<file path="src/rtl/saber_pkg.sv">
// saber_pkg: shared Saber constants, sampler FSM states and the sign-magnitude encoder.
package saber_pkg;

    localparam int SM_W        = 4;
    localparam int SM_SIGN_BIT = 3;
    localparam int SM_MAG_W    = 3;
    localparam int SABER_N     = 256;
    localparam int SABER_MU    = 8;

    typedef logic [SM_W-1:0] sm_t;

    typedef enum logic [1:0] {ST_IDLE, ST_RUN, ST_DONE} state_t;

    // The sign comes from the two's-complement MSB, so zero always encodes as 0000.
    function automatic sm_t sm_encode(input logic signed [4:0] d);
        return {d[4], d[4] ? SM_MAG_W'(-d) : d[SM_MAG_W-1:0]};
    endfunction

endpackage

</file>
<file path="src/rtl/cbd_coeff.sv">
// cbd_coeff: maps an MU-bit random window to one centered-binomial sign-magnitude coefficient.
module cbd_coeff
    import saber_pkg::*;
#(
    parameter int MU = SABER_MU
) (
    input  logic [MU-1:0] bits,
    output sm_t           sm
);

    logic [3:0] ha, hb;

    // Count the ones in the low half (a) and in the high half (b) of the window.
    always_comb begin
        ha = '0;
        hb = '0;
        for (int i = 0; i < MU / 2; i++) begin
            ha = ha + 4'(bits[i]);
            hb = hb + 4'(bits[i + MU / 2]);
        end
    end

    assign sm = sm_encode(5'(ha) - 5'(hb));

endmodule

</file>
<file path="src/rtl/cbd_sm_sampler.sv">
// cbd_sm_sampler: streams N_COEFF centered-binomial coefficients in sign-magnitude form from random words.
// Optional macro CBD_SAMPLER_NEG_EN adds a neg input that flips the sign of a whole polynomial.
module cbd_sm_sampler
    import saber_pkg::*;
#(
    parameter int MU      = SABER_MU,
    parameter int IN_W    = 64,
    parameter int N_COEFF = SABER_N
) (
    input  logic            clk,
    input  logic            rst_n,
`ifdef CBD_SAMPLER_NEG_EN
    input  logic            neg,
`endif
    input  logic            start,
    input  logic [IN_W-1:0] rnd_in,
    input  logic            rnd_valid,
    output logic            rnd_ready,
    output logic [SM_W-1:0] coeff_out,
    output logic            coeff_valid,
    input  logic            coeff_ready,
    output logic [7:0]      coeff_idx,
    output logic            busy,
    output logic            done
);

    localparam int BUF_W = 2 * IN_W;
    localparam int CNT_W = $clog2(BUF_W + 1);
    localparam int ISS_W = $clog2(N_COEFF + 1);

    generate
        if (MU > 10 || MU % 2 != 0) begin : g_bad_mu
            $error("cbd_sm_sampler: MU must be even and at most 10");
        end
    endgenerate

    state_t           state;
    logic [BUF_W-1:0] bit_buf, merged;
    logic [CNT_W-1:0] bit_cnt, avail;
    logic [ISS_W-1:0] issued;
    logic             accept, load;
    sm_t              raw, coeff_next;

    // Stop asking for words once held plus already-issued bits cover the whole polynomial.
    assign rnd_ready = state == ST_RUN && 32'(bit_cnt) <= 32'(IN_W)
                     && 32'(bit_cnt) + 32'(MU) * 32'(issued) < 32'(MU * N_COEFF);
    assign accept    = rnd_ready && rnd_valid;

    // The incoming word is visible to the coefficient path in the cycle it is accepted.
    assign merged = accept ? bit_buf | (BUF_W'(rnd_in) << bit_cnt) : bit_buf;
    assign avail  = accept ? bit_cnt + CNT_W'(IN_W) : bit_cnt;
    assign load   = state == ST_RUN && 32'(avail) >= 32'(MU) && 32'(issued) < 32'(N_COEFF)
                  && (!coeff_valid || coeff_ready);

    cbd_coeff #(.MU(MU)) u_coeff (
        .bits(merged[MU-1:0]),
        .sm  (raw)
    );

`ifdef CBD_SAMPLER_NEG_EN
    logic neg_q;
    assign coeff_next = raw ^ (SM_W'(neg_q && |raw[SM_MAG_W-1:0]) << SM_SIGN_BIT);

    // Polarity is latched once per polynomial.
    always_ff @(posedge clk or negedge rst_n) begin
        if (!rst_n) neg_q <= 1'b0;
        else if (start) neg_q <= neg;
    end
`else
    assign coeff_next = raw;
`endif

    // Control FSM, bit buffer and output register; start flushes everything and re-enters RUN.
    always_ff @(posedge clk or negedge rst_n) begin
        if (!rst_n) begin
            state       <= ST_IDLE;
            bit_buf     <= '0;
            bit_cnt     <= '0;
            issued      <= '0;
            coeff_out   <= '0;
            coeff_valid <= 1'b0;
            coeff_idx   <= '0;
            busy        <= 1'b0;
            done        <= 1'b0;
        end else if (start) begin
            state       <= ST_RUN;
            bit_buf     <= '0;
            bit_cnt     <= '0;
            issued      <= '0;
            coeff_out   <= '0;
            coeff_valid <= 1'b0;
            coeff_idx   <= '0;
            busy        <= 1'b1;
            done        <= 1'b0;
        end else begin
            done <= 1'b0;
            case (state)
                ST_RUN: begin
                    bit_buf <= load ? merged >> MU : merged;
                    bit_cnt <= load ? avail - CNT_W'(MU) : avail;
                    if (load) begin
                        coeff_out   <= coeff_next;
                        coeff_idx   <= 8'(issued);
                        issued      <= issued + 1'b1;
                        coeff_valid <= 1'b1;
                    end else if (coeff_ready) begin
                        coeff_valid <= 1'b0;
                    end
                    if (coeff_valid && coeff_ready && 32'(coeff_idx) == N_COEFF - 1) begin
                        state <= ST_DONE;
                        busy  <= 1'b0;
                        done  <= 1'b1;
                    end
                end
                ST_DONE: state <= ST_IDLE;
                default: state <= ST_IDLE;
            endcase
        end
    end

endmodule

</file>
<file path="config.mk">
export PLATFORM = sky130hd
export DESIGN_NAME = cbd_sm_sampler
export DESIGN_NICKNAME = d
export VERILOG_FILES = /design/src/rtl/saber_pkg.sv /design/src/rtl/cbd_coeff.sv /design/src/rtl/cbd_sm_sampler.sv
export SDC_FILE = /design/constraint.sdc
export NUM_CORES = 1
export LEC_CHECK = 0
export BUFFER_PORTS_ARGS = -buffer_cell sky130_fd_sc_hd__buf_2
export CAP_MARGIN = 20
export CORE_MARGIN = 2
export CORE_UTILIZATION = 38
export DETAILED_ROUTE_END_ITERATION = 12
export MAX_ROUTING_LAYER = met4
export PLACE_DENSITY = 0.63
export SYNTH_ARGS = -nofsm -noshare
export SYNTH_HDL_FRONTEND = slang
export SYNTH_HIERARCHICAL = 1
export SYNTH_SLANG_ARGS = --single-unit
</file>
<file path="constraint.sdc">
create_clock -name clk -period 7.6 [get_ports clk]
set_clock_uncertainty 0.05 [all_clocks]
set_input_delay 0.38 -clock clk [delete_from_list [all_inputs] [get_ports clk]]
set_output_delay 0.38 -clock clk [all_outputs]
set_load 0.005 [all_outputs]
</file>
==> flow_metrics.py, run 1 <==
metrics = {
    "outcome": {
        "status": "finished with violations",
        "violations": "hold timing",
    },
    "detailed_routing": {
        "viasPerCell": 6.08,
        "wirelength_um": 36500,
        "routedWlPerCell_um": 22.5,
        "ant_nets": 0,
        "dr.first_iter.drc_count": 1055,
        "met2_length_um": 16100,
        "first_pass_iters": 5,
        "drcViolationCount": 0,
        "dr_wl_met3_um": 3270,
        "dr.max_layer_used": "met4",
        "vias": 9863,
        "wl_met1_um": 16500,
    },
    "pwr": {
        "p_int_w": 0.00280,
        "leakagePower_nw": 4.90,
        "combPwrFrac_pct": 59.8,
        "switchingPower_w": 0.00264,
        "switching_share_pct": 48.5,
        "seq_power_share_pct": 23.9,
        "ir_worst_vdd_mv": 0.269,
        "p_clk_share_pct": 16.3,
        "p_per_area_nw_per_um2": 463,
    },
    "global_route": {
        "grt_pass1_vias": 9549,
        "antenna_found_initial": 0,
        "grt_use_total_pct": 26.3,
        "grt_max_degree": 91,
        "grt_pass1_wl_um": 57300,
        "overflow": 0,
    },
    "setup_path": {
        "crit_family": "adder cells",
        "cp_max_fo": 33,
        "cp_common_cell": "fa_1",
        "max_stage_delay_ns": 0.56,
        "worstSetupPathType": "reg -> reg",
        "required_ns": 7.92,
        "crit_slowest_cell": "fa_1",
        "path_cells": "buf_4 > inv_1 > ha_1 > o221a_4 > and4_1 > buf_4 > and3_1 > a21o_1 > fa_1 > fa_1 > fa_1 > inv_1 > ha_1 > fa_1 > inv_1 > ha_1 > and2b_1 > xnor2_1 > nand2_1 > a21oi_1",
        "cp.buffers_inverters": 5,
        "cp-start-kind": "register",
        "arrival_ns": 6.20,
        "crit_path_end_kind": "register",
    },
    "run": {
        "maxCapViolCount": 0,
    },
    "floorplanning": {
        "dieArea_um2": 29200,
        "die_x_um": 171,
        "rows": 61,
        "ios": 85,
        "core_um2": 27600,
        "die_h_um": 171,
        "initial_utilization_pct": 38.4,
    },
    "clock_network": {
        "clock_sinks": 159,
        "cts_tree": "done",
        "cts_hold_buf": 0,
        "root_buffer": "clkbuf_16",
        "cts_buffers": 17,
        "ctsResizeCount": 0,
        "clock_path_buffers": 2,
        "clk_latency_ns": 0.45,
        "clk_pin_slew_ns": 0.08,
        "htreeDepth": 4,
        "postCtsSetupBuffers": 0,
    },
    "sta": {
        "slew-limit-headroom_pct": 24.0,
        "finalSetupViolCount": 0,
        "hold_violations": 27,
        "timing.fmax_mhz": 170,
        "fin_tns_setup_ns": 0,
        "tightestPinTransition_ns": 1.14,
        "period_needed_ns": 5.88,
        "whs_ns": -0.0547,
        "period_share_pct": 77.4,
        "finalMaxSlewViolations": 0,
        "rsz0062_at_grt": "no",
    },
    "yosys": {
        "syn_area_per_cell_um2": 8.72,
        "synth_top_family_by_area": "compound AO/OA/AOI/OAI gates",
        "synth_compound_area_share_pct": 24.0,
        "yosys.area_share.simple_pct": 18.4,
        "ys_ff_latch": 159,
        "synth.net_count": 1298,
        "syn-cell-area_um2": 10600,
        "synthAdderAreaFrac_pct": 2.30,
        "synthArstFlopShare_pct": 100,
        "synth_xor_area_share_pct": 0.911,
        "synthFlopType": "dfrtp_1",
        "synth_mux_area_share_pct": 11.0,
        "synth_edf_count": 0,
        "synth-warning-count": 6,
        "seq_area_frac_synth_pct": 37.6,
        "synth_cell_types": 61,
        "synthCells": 1212,
    },
    "placement": {
        "dp_cells": 1590,
        "port_buffers": 84,
        "routabilityCongestion": 0.926,
        "hpwlAfterDp_um": 24500,
    },
    "layout": {
        "syn2layout_area_growth_pct": 11.1,
        "multi_input_area_um2": 6020,
        "layout.nets": 1317,
        "final_layout_size_suffix_gt1_share_pct": 15.9,
        "antenna_cells": 0,
        "layout.cells.non_filler": 1622,
        "fillers": 2746,
        "seqCellArea_um2": 3990,
    },
    "hold_path": {
        "hold_class": "in -> async",
    },
}
[per-stage QoR]
step                instance area, um2  hold slack [ns]  util, %  power, W  setup slack [ns]
floorplan                        10600           0.0344        -   0.00373              2.60
finish                           11700          -0.0547     42.6   0.00544              1.72
global placement                 11100            0.427     40.5   0.00448              1.89
CTS                              11700          0.00457     42.6   0.00541              1.78
detailed placement               11200            0.434     40.5   0.00451              1.81
global route                     11700           0.0267     42.6   0.00585              1.48
[layout make-up]
type / count / area share (%)
Clock buffer: 17 / 3.62
Clock inverter: 15 / 1.38
Inverter: 27 / 0.863
Multi-Input combinational cell: 922 / 51.2
Sequential cell: 159 / 33.9
Tap cell: 378 / 4.03
Timing Repair Buffer: 104 / 4.96
[cells in the final DEF (no fill, tap or decap), types with 16 or more instances in the layout]
cell type and n:
dfrtp_1 156, nor2_1 131, nand2_1 125, a21oi_1 110, a211oi_1 88, buf_2 82, mux2i_1 54, nor3_1 50
mux2_2 35, and2_1 28, a22oi_1 28, inv_1 26, o21ai_0 26, a31oi_1 26, buf_4 20, o22ai_1 19
a21o_1 18, clkbuf_16 17, nor4_1 16
[power groups by stage]
stage / Clock [W] / Sequential, W / Combinational [W]
floorplan: 0 / 0.00125 / 0.00248
global placement: 0 / 0.00131 / 0.00318
detailed placement: 0 / 0.00132 / 0.00319
CTS: 0.000891 / 0.00130 / 0.00322
global route: 0.000928 / 0.00134 / 0.00358
finish: 0.000885 / 0.00130 / 0.00326
[path summary, 6_finish.rpt]
check / endpoint / startpoint / cells past startpoint / slack, ns
setup / recovery: coeff_out[2] / bit_cnt[6] / 20 / 1.72
hold / removal: bit_buf[1] / rst_n / 1 / -0.05
setup reg to reg: coeff_out[2] / bit_cnt[6] / 20 / 1.72
hold reg to reg: busy / busy / 2 / 0.45
max in group asynchronous: bit_cnt[5] / rst_n / 2 / 5.98
min in group clk: coeff_valid / coeff_ready / 4 / 0.21
[registers in the layout, summed over array words and instances (netlist names)]
register and cells:
coeff_out 4, done 1, coeff_idx 8, busy 1
bit_buf 128, issued 9, state 2, bit_cnt 5
coeff_valid 1
[cell families after synthesis]
logic type,Yosys count
adder cells (fa/ha/maj),17
flip-flops,159
AO/OA/AOI/OAI,381
buffers and inverters,131
XOR/XNOR,11
multiplexers,99
AND/OR/NAND/NOR,414
[synthesized netlist by cell type (28+ instances only)]
library cell    n  area [um2]
clkbuf_1       46         173
a22oi_1        28         210
a211oi_1       88         661
dfrtp_1       159        3980
a21oi_1       110         551
and2_1         28         175
buf_2          40         200
nor3_1         50         250
nor2_1        131         492
mux2_2         35         394
nand2_1       125         469
mux2i_1        54         541
[layer usage]
metal / vias to the layer above / track usage [%]
met1: 4832 / 37.4
met4: 0 / 7.30
met5: - / -
met2: 490 / 39.0
li1: 4492 / -
met3: 49 / 4.16
Note: power is estimated with default switching activity, not from simulation.
==> run 2: changes to the inputs <==
==> constraint.sdc (replaced) <==
create_clock -name clk -period 5.59 [get_ports clk]
set_clock_uncertainty 0.05 [all_clocks]
set_input_delay 0.2795 -clock clk [delete_from_list [all_inputs] [get_ports clk]]
set_output_delay 0.2795 -clock clk [all_outputs]
set_load 0.005 [all_outputs]
==> flow_metrics.py, run 2 (synthesis gave the netlist of run 1 again) <==
metrics = {
    "hold_path": {
        "holdPathEnd": "coeff_valid",
        "hold_class": "in -> reg",
        "min_from": "coeff_ready",
        "hold_depth": 4,
    },
    "sta": {
        "worst_slack_ns": 0.486,
        "rsz0062_at_grt": "no",
        "period_needed_ns": 5.10,
        "finalSetupViolCount": 0,
        "fin_tns_setup_ns": 0,
        "period_share_pct": 91.3,
        "slew-limit-headroom_pct": 24.1,
        "finalMaxSlewViolations": 0,
        "timing.fmax_mhz": 196,
        "whs_ns": 0.123,
        "tightestPinTransition_ns": 1.13,
        "hold_violations": 0,
    },
    "setup_path": {
        "crit_path_end_kind": "register",
        "worstSetupPathType": "reg -> reg",
        "cp_max_fo": 8,
        "reg2reg_slack_ns": 0.49,
        "worstReg2RegEnd": "coeff_out[2]",
        "required_ns": 5.89,
        "cp-start-kind": "register",
        "ff2ff_path_depth": 19,
        "r2r_start": "bit_cnt[7]",
        "arrival_ns": 5.41,
    },
    "detailed_routing": {
        "dr.first_iter.drc_count": 1168,
        "first_pass_iters": 5,
        "routedWlPerCell_um": 22.2,
        "ant_nets": 0,
        "wirelength_um": 36000,
        "vias": 10100,
        "drcViolationCount": 0,
        "viasPerCell": 6.20,
    },
    "clock_network": {
        "clk_latency_ns": 0.43,
        "clock_sinks": 159,
        "ctsResizeCount": 0,
        "clk_pin_slew_ns": 0.08,
        "cts_tree": "done",
        "clock_path_buffers": 2,
        "htreeDepth": 4,
        "root_buffer": "clkbuf_16",
        "cts_buffers": 17,
    },
    "placement": {
        "routabilityCongestion": 0.895,
        "port_buffers": 84,
        "place_ws_ns": 0.467,
        "hpwlAfterDp_um": 23500,
    },
    "pwr": {
        "ir_worst_vdd_mv": 0.389,
        "p_per_area_nw_per_um2": 632,
        "leakagePower_nw": 4.94,
        "power_w": 0.00748,
    },
    "global_route": {
        "grt_max_degree": 98,
        "overflow": 0,
        "grt_pass1_wl_um": 56000,
        "antenna_found_initial": 0,
        "grt_pass1_vias": 9649,
        "grt_use_total_pct": 25.7,
    },
    "layout": {
        "post-route-util_pct": 42.9,
        "regMostFlops": "bit_buf",
        "largest_reg_flops": 128,
        "layout_commonest_cell": "dfrtp_1",
        "syn2layout_area_growth_pct": 11.8,
        "reg.largest.list": "bit_buf: 128 flops, issued: 9 flops, coeff_idx: 8 flops",
        "final_layout_size_suffix_gt1_share_pct": 16.0,
        "final_cell_mix": "dfrtp_1, nor2_1, nand2_1",
        "antenna_cells": 0,
        "layout.nets": 1322,
    },
    "floorplanning": {
        "initial_utilization_pct": 38.4,
        "die_h_um": 171,
        "core_um2": 27600,
        "dieArea_um2": 29200,
        "ios": 85,
        "die_x_um": 171,
        "rows": 61,
    },
    "outcome": {
        "status": "complete, no violations",
    },
    "run": {
        "maxCapViolCount": 0,
    },
}
-- run 2: changes by cell type in the layout (fill, tap and decap cells not counted), moves of 2 or more --
cell and change:
inv_8 -5, buf_12 +2, buf_4 +3, bufinv_16 +3, clkinv_8 -3
-- run 2: how the worst max path moves through the flow --
stage              endpoint  slack [ns]  depth (start not counted)       start
6_report       coeff_out[2]        0.49                         19  bit_cnt[7]
4_1_cts        coeff_out[2]        0.47                         19  bit_cnt[7]
3_5_place_dp   coeff_out[2]        0.47                         19  bit_cnt[7]
3_3_place_gp   coeff_out[2]        0.55                         19  bit_cnt[7]
2_1_floorplan  coeff_out[2]        0.59                         21  bit_cnt[6]
5_1_grt        coeff_out[2]        0.21                         19  bit_cnt[7]
-- run 2: metal layers --
metal / up-vias / part of all wire, % / global-route usage, %
met5: - / 0 / -
met4: 0 / 3.4 / 9.14
met3: 99 / 10 / 6.20
met2: 560 / 43 / 37.2
met1: 4924 / 44 / 35.1
li1: 4497 / - / -
-- run 2: cell type report --
type / instances / area, um2
Inverter: 27 / 101
Timing Repair Buffer: 109 / 644
Multi-Input combinational cell: 922 / 6020
Clock buffer: 18 / 439
Sequential cell: 159 / 3990
Fill cell: 2701 / 15700
Tap cell: 378 / 473
Clock inverter: 12 / 160
-- run 2: report_power, final --
part           switching [W]  internal (W)  total [W]
logic                0.00280       0.00169    0.00449
registers           0.000198       0.00156    0.00176
clock network       0.000512      0.000715    0.00123
total                0.00351       0.00397    0.00748
-- run 2: what timing repair did --
item,4_1_cts,5_1_grt
hold endpoints to repair,96,0
hold buffers,1,0
buffers inserted,0,0
-- run 2: stage by stage --
step | instances | area [um2]
5_1_grt | 1625 | 11800
3_5_place_dp | 1593 | 11200
2_1_floorplan | 1212 | 10600
3_3_place_gp | 1593 | 11200
6_report | 1625 | 11800
4_1_cts | 1624 | 11800
-- run 2: worst max-delay path, stage by stage (launching register included) --
cell,delay (ns)
dfrtp_1,0.54
inv_1,0.15
ha_1,0.21
nor4b_4,0.13
o221a_4,0.30
and4_1,0.21
and3_1,0.29
a21o_1,0.25
fa_1,0.55
fa_1,0.43
fa_1,0.49
inv_1,0.04
ha_1,0.18
fa_1,0.48
inv_1,0.05
ha_1,0.16
and2b_1,0.20
xnor2_1,0.11
nand2_1,0.06
a21oi_1,0.14
